<file path="src/rtl/addsub_pipe.sv">
// Pipelined WIDTH-bit adder/subtractor: one CHUNK-bit ripple slice per stage,
// carry registered between slices, valid/ready stream with whole-pipe stall.
module addsub_pipe #(
    parameter int unsigned WIDTH = 8,
    parameter int unsigned CHUNK = 4
) (
    input  logic             clk,
    input  logic             rst,
    input  logic             in_valid,
    output logic             in_ready,
    input  logic [WIDTH-1:0] a,
    input  logic [WIDTH-1:0] b,
    input  logic             mode,
    input  logic             cin,
    output logic             out_valid,
    input  logic             out_ready,
    output logic [WIDTH-1:0] result,
    output logic             cout,
    output logic             ovf,
    output logic             zero
);

    localparam int unsigned STAGES   = WIDTH / CHUNK;
    // Stage k forwards only the operand bits above its own slice; the fields
    // are packed back to back so every forwarded bit is consumed downstream.
    localparam int unsigned FWD_BITS = (STAGES > 1) ?
        ((STAGES - 1) * WIDTH - CHUNK * (STAGES - 1) * STAGES / 2) : 1;
    localparam int unsigned FWD_N    = (STAGES > 1) ? STAGES - 1 : 1;

    logic                          w_en;
    logic [WIDTH-1:0]              w_b_eff;
    logic                          w_cin_eff;
    logic [FWD_BITS-1:0]           w_a_fwd;
    logic [FWD_BITS-1:0]           w_b_fwd;
    logic [FWD_N-1:0]              w_c_fwd;
    logic [FWD_N-1:0]              w_mode_fwd;
    logic [STAGES-1:0]             w_vld_q;
    logic [STAGES-1:0][WIDTH-1:0]  w_res_q;

    assign out_valid = w_vld_q[STAGES-1];
    assign result    = w_res_q[STAGES-1];
    assign w_en      = !out_valid || out_ready;
    assign in_ready  = w_en;

    // Subtraction as a + ~b + !cin, so a set carry-out means no borrow.
    assign w_b_eff   = mode ? ~b : b;
    assign w_cin_eff = mode ? ~cin : cin;

    if (STAGES == 1) begin : g_no_fwd
        assign w_a_fwd    = '0;
        assign w_b_fwd    = '0;
        assign w_c_fwd    = '0;
        assign w_mode_fwd = '0;
    end

    for (genvar k = 0; k < STAGES; k++) begin : g_stage
        localparam int unsigned LO = k * CHUNK;

        logic [CHUNK-1:0] w_a_sl;
        logic [CHUNK-1:0] w_b_sl;
        logic             w_cin_sl;
        logic             w_mode_sl;
        logic             w_vld_sl;
        logic [WIDTH-1:0] w_res_in;
        logic [WIDTH-1:0] w_res_out;
        logic [CHUNK:0]   w_sum;
        logic             r_vld;
        logic [WIDTH-1:0] r_res;

        if (k == 0) begin : g_src_in
            assign w_a_sl    = a[CHUNK-1:0];
            assign w_b_sl    = w_b_eff[CHUNK-1:0];
            assign w_cin_sl  = w_cin_eff;
            assign w_mode_sl = mode;
            assign w_vld_sl  = in_valid;
            assign w_res_in  = '0;
        end else begin : g_src_pipe
            localparam int unsigned POFF = (k - 1) * WIDTH - CHUNK * (k - 1) * k / 2;
            assign w_a_sl    = w_a_fwd[POFF +: CHUNK];
            assign w_b_sl    = w_b_fwd[POFF +: CHUNK];
            assign w_cin_sl  = w_c_fwd[k-1];
            assign w_mode_sl = w_mode_fwd[k-1];
            assign w_vld_sl  = w_vld_q[k-1];
            assign w_res_in  = w_res_q[k-1];
        end

        assign w_sum = {1'b0, w_a_sl} + {1'b0, w_b_sl} + {{CHUNK{1'b0}}, w_cin_sl};

        always_comb begin
            w_res_out                = w_res_in;
            w_res_out[LO +: CHUNK]   = w_sum[CHUNK-1:0];
        end

        always_ff @(posedge clk or posedge rst) begin
            if (rst) begin
                r_vld <= 1'b0;
                r_res <= '0;
            end else if (w_en) begin
                r_vld <= w_vld_sl;
                r_res <= w_res_out;
            end
        end

        assign w_vld_q[k] = r_vld;
        assign w_res_q[k] = r_res;

        if (k < STAGES - 1) begin : g_fwd
            localparam int unsigned REM = WIDTH - (k + 1) * CHUNK;
            localparam int unsigned OFF = k * WIDTH - CHUNK * k * (k + 1) / 2;

            logic [REM-1:0] w_a_hi;
            logic [REM-1:0] w_b_hi;
            logic [REM-1:0] r_a_hi;
            logic [REM-1:0] r_b_hi;
            logic           r_c;
            logic           r_mode;

            if (k == 0) begin : g_hi_in
                assign w_a_hi = a[WIDTH-1:CHUNK];
                assign w_b_hi = w_b_eff[WIDTH-1:CHUNK];
            end else begin : g_hi_pipe
                localparam int unsigned POFF = (k - 1) * WIDTH - CHUNK * (k - 1) * k / 2;
                assign w_a_hi = w_a_fwd[POFF + CHUNK +: REM];
                assign w_b_hi = w_b_fwd[POFF + CHUNK +: REM];
            end

            always_ff @(posedge clk or posedge rst) begin
                if (rst) begin
                    r_a_hi <= '0;
                    r_b_hi <= '0;
                    r_c    <= 1'b0;
                    r_mode <= 1'b0;
                end else if (w_en) begin
                    r_a_hi <= w_a_hi;
                    r_b_hi <= w_b_hi;
                    r_c    <= w_sum[CHUNK];
                    r_mode <= w_mode_sl;
                end
            end

            assign w_a_fwd[OFF +: REM] = r_a_hi;
            assign w_b_fwd[OFF +: REM] = r_b_hi;
            assign w_c_fwd[k]          = r_c;
            assign w_mode_fwd[k]       = r_mode;
        end else begin : g_last
            logic w_cout_nxt;
            logic w_ovf_nxt;
            logic w_zero_nxt;
            logic r_cout;
            logic r_ovf;
            logic r_zero;

            // Top slice holds both operand MSBs, so overflow needs no extra state.
            assign w_cout_nxt = w_sum[CHUNK] ^ w_mode_sl;
            assign w_ovf_nxt  = (w_a_sl[CHUNK-1] == w_b_sl[CHUNK-1]) &&
                                (w_sum[CHUNK-1] != w_a_sl[CHUNK-1]);
            assign w_zero_nxt = (w_res_out == '0);

            always_ff @(posedge clk or posedge rst) begin
                if (rst) begin
                    r_cout <= 1'b0;
                    r_ovf  <= 1'b0;
                    r_zero <= 1'b0;
                end else if (w_en) begin
                    r_cout <= w_vld_sl && w_cout_nxt;
                    r_ovf  <= w_vld_sl && w_ovf_nxt;
                    r_zero <= w_vld_sl && w_zero_nxt;
                end
            end

            assign cout = r_cout;
            assign ovf  = r_ovf;
            assign zero = r_zero;
        end
    end

endmodule

</file>
<file path="config.mk">
export PLATFORM = sky130hd
export DESIGN_NAME = addsub_pipe
export DESIGN_NICKNAME = d
export VERILOG_FILES = /design/src/rtl/addsub_pipe.sv
export SDC_FILE = /design/constraint.sdc
export NUM_CORES = 1
export LEC_CHECK = 0
export ABC_AREA = 1
export BUFFER_PORTS_ARGS = -buffer_cell sky130_fd_sc_hd__clkbuf_2
export CELL_PAD_IN_SITES_DETAIL_PLACEMENT = 0
export CELL_PAD_IN_SITES_GLOBAL_PLACEMENT = 1
export CORE_MARGIN = 1
export CORE_UTILIZATION = 42
export CTS_CLUSTER_DIAMETER = 30
export CTS_CLUSTER_SIZE = 12
export DETAILED_ROUTE_END_ITERATION = 16
export PLACE_DENSITY = 0.79
export SYNTH_ARGS = -nofsm -noshare
export SYNTH_HDL_FRONTEND = slang
export SYNTH_SLANG_ARGS = --single-unit
</file>
<file path="constraint.sdc">
create_clock -name clk -period 4.7 [get_ports clk]
set_clock_uncertainty 0.1 [all_clocks]
set_input_delay 0.705 -clock clk [delete_from_list [all_inputs] [get_ports clk]]
set_output_delay 0.705 -clock clk [all_outputs]
set_load 0.005 [all_outputs]
</file>
==> results.json <==
{
  "r2r_start": "g_stage[0].g_fwd.r_a_hi[0]$_DFFE_PP0P_",
  "ant_nets": 0,
  "slew_headroom": 0.324,
  "yosys_warnings": 0,
  "chipHeight_um": 61.2,
  "core_um2": 3340,
  "vias_per_cell": 4.59,
  "final_util": 0.501,
  "cts_inserted_buffers": 3,
  "syn-instance-count": 166,
  "cts_max_path_buffers": 2,
  "busiest_layer": "met2",
  "ctsHoldBuffers": 0,
  "path_buf_inv": 3,
  "met1_usage": 0.209,
  "fillerInstances": 340,
  "worstHoldStart": "ovf$_DFFE_PP0P_",
  "critical_path.top_delay_family": "buffers and inverters",
  "crit_path_frequent_cell": "clkbuf_2",
  "drv_slew": 0,
  "hold_violations": 0,
  "crit_fanout": 33,
  "post-dp-hpwl_um": 1950,
  "io_buffers": 34,
  "synth_seq_cells": 27,
  "final_cell_mix": "nand2_1 (60), clkbuf_2 (34), dfrtp_1 (27), inv_1 (15), nand3_1 (10)",
  "syn_area_um2": 1470,
  "cp-startpoint": "out_ready",
  "yosysSeqAreaShare": 0.458,
  "total_leakage_power_nw": 0.904,
  "wl_per_cell_um": 10.8,
  "postCtsSetupRepairBufs": 0,
  "htreeDepth": 1,
  "cts.repair.resized": 0,
  "fin_crit_sh": 0.577,
  "postRouteWirelength_um": 2630,
  "grt_setup_unrepaired": "no",
  "slowest_delay_ns": 0.55,
  "grtUsageMet3": 0.0231,
  "end_kind": "output pin",
  "cp.arrival_ns": 1.91,
  "required_ns": 3.89,
  "overflow": 0,
  "syn_to_final_growth_pct": 13.4,
  "period_needed_ns": 2.71,
  "dieArea_um2": 3750,
  "grt_util_met2": 0.264,
  "clock-sinks": 27,
  "cap_violations": 0,
  "grt_antenna_before_repair": 0,
  "chipWidth_um": 61.2,
  "worst_path_max_delay_cell": "nor2_4",
  "grt_max_degree": 34,
  "cts_tree": "done",
  "hold_path.class": "flop to flop",
  "synth_area_leaders": "dfrtp_1 (46%), nand2_1 (15%), fa_1 (5.4%)",
  "finalSetupTns_ns": 0,
  "gp_congestion": 0.806,
  "clk_pin_slew_ns": 0.13,
  "start_util": 0.442,
  "status": "finished clean",
  "first_pass_iters": 4,
  "grt_pass1_wl_um": 4350,
  "pwr_density_cell_nw_per_um2": 380,
  "drc": 0,
  "syn_nets": 198,
  "gr-usage-all-layers": 0.159,
  "grt_pass1_vias": 1020,
  "synth_cell_types": 20,
  "row_count": 21,
  "path_cells": "clkbuf_2 > nor2_4 > inv_2 > clkbuf_2",
  "syn_area_per_cell_um2": 8.88,
  "max_freq_mhz": 369,
  "nNetsFinal": 231,
  "ios": 35,
  "layout_commonest_cell": "nand2_1",
  "worst_pin_slew_ns": 1.01,
  "drt_iter0_markers": 23,
  "insertion_delay_ns": 0.32,
  "final_layout_size_suffix_gt1_frac": 0.227,
  "cts-root-buf": "clkbuf_4",
  "startpoint_type": "input port",
  "setup_viol": 0,
  "vias": 1121,
  "synth_top_area_frac": 0.458,
  "peakVddDrop_v": 0.000125,
  "critical_path_class": "input port to output pin",
  "diodes": 0,
  "yosysTopAreaCell": "dfrtp_1"
}
==> final timing paths <==
kind	endpoint	slack, ns	cells after the start
worst max-delay path	in_ready	1.99	4
worst min-delay path	ovf$_DFFE_PP0P_	0.40	2
worst max register to register	zero$_DFFE_PP0P_	2.71	8
worst min register to register	ovf$_DFFE_PP0P_	0.40	2
max in group asynchronous	g_stage[0].g_fwd.r_b_hi[2]$_DFFE_PP0P_	3.41	2
min in group asynchronous	result[3]$_DFFE_PP0P_	0.47	2
==> per-stage QoR <==
stage	hold WS [ns]	cell area [um2]	total power (W)	worst slack (ns)	std cells
after floorplan	0.353	1470	0.000473	2.28	166
after global placement	0.361	1650	0.000540	1.98	240
after detailed placement	0.365	1650	0.000544	1.96	240
after CTS	0.401	1670	0.000644	1.97	244
after global routing	0.427	1670	0.000690	1.87	244
final	0.398	1670	0.000636	1.99	244
==> worst min-delay path, stage by stage, from the launching register on <==
cell and delay, ns:
dfrtp_1 0.37, nand2_1 0.05, nand2_1 0.05
==> synthesized netlist by cell type <==
| cell | number |
|---|---|
| nand3b_1 | 2 |
| a21oi_1 | 3 |
| inv_2 | 1 |
| xor2_1 | 5 |
| buf_4 | 3 |
| nor3_1 | 1 |
| nand2_1 | 60 |
| fa_1 | 4 |
| o21ai_2 | 5 |
| o31ai_1 | 1 |
| buf_6 | 3 |
| nor2_4 | 1 |
| ha_1 | 6 |
| a22oi_2 | 1 |
| o21ai_0 | 8 |
| dfrtp_1 | 27 |
| inv_1 | 15 |
| nor2_1 | 6 |
| xnor2_1 | 4 |
| nand3_1 | 10 |
==> cell families after synthesis <==
family                   count (synthesis)  synth area share
buffers and inverters                   22            0.0789
AO/OA/AOI/OAI                           18            0.0806
flip-flops                              27             0.458
XOR/XNOR                                 9            0.0535
adder cells (fa/ha/maj)                 10             0.105
AND/OR/NAND/NOR                         80             0.223
==> flip-flops by register name (all words and copies together) (netlist names) <==
signal                count
cout                      1
g_stage.r_res             4
result                    8
g_stage.g_fwd.r_mode      1
g_stage.g_fwd.r_a_hi      4
g_stage.r_vld             1
zero                      1
g_stage.g_fwd.r_b_hi      4
out_valid                 1
g_stage.g_fwd.r_c         1
ovf                       1
==> final cells by class <==
type / instances / area (um2) / area share
tap: 46 / 57.6 / 0.0344
timing repair buffer: 34 / 170 / 0.102
sequential: 27 / 676 / 0.404
multi-input combinational: 117 / 682 / 0.408
clock buffer: 4 / 26.3 / 0.0157
inverter: 16 / 60.1 / 0.0359
==> report_power, final <==
part	leakage [nW]	internal, W	total, W	switching [W]
Combinational	0.562	0.0000930	0.000217	0.000124
Clock	0.0150	0.0000332	0.000100	0.0000673
Sequential	0.327	0.000287	0.000318	0.0000316
Total	0.904	0.000413	0.000636	0.000222
==> layer usage <==
layer | share of wire | wire length [um] | vias to the layer above
li1 | - | - | 581
met1 | 0.49 | 1280 | 514
met2 | 0.46 | 1210 | 24
met3 | 0.043 | 113 | 2
met4 | 0.0072 | 19 | 0
met5 | 0 | 0 | -
(Power assumes the default switching activity.)
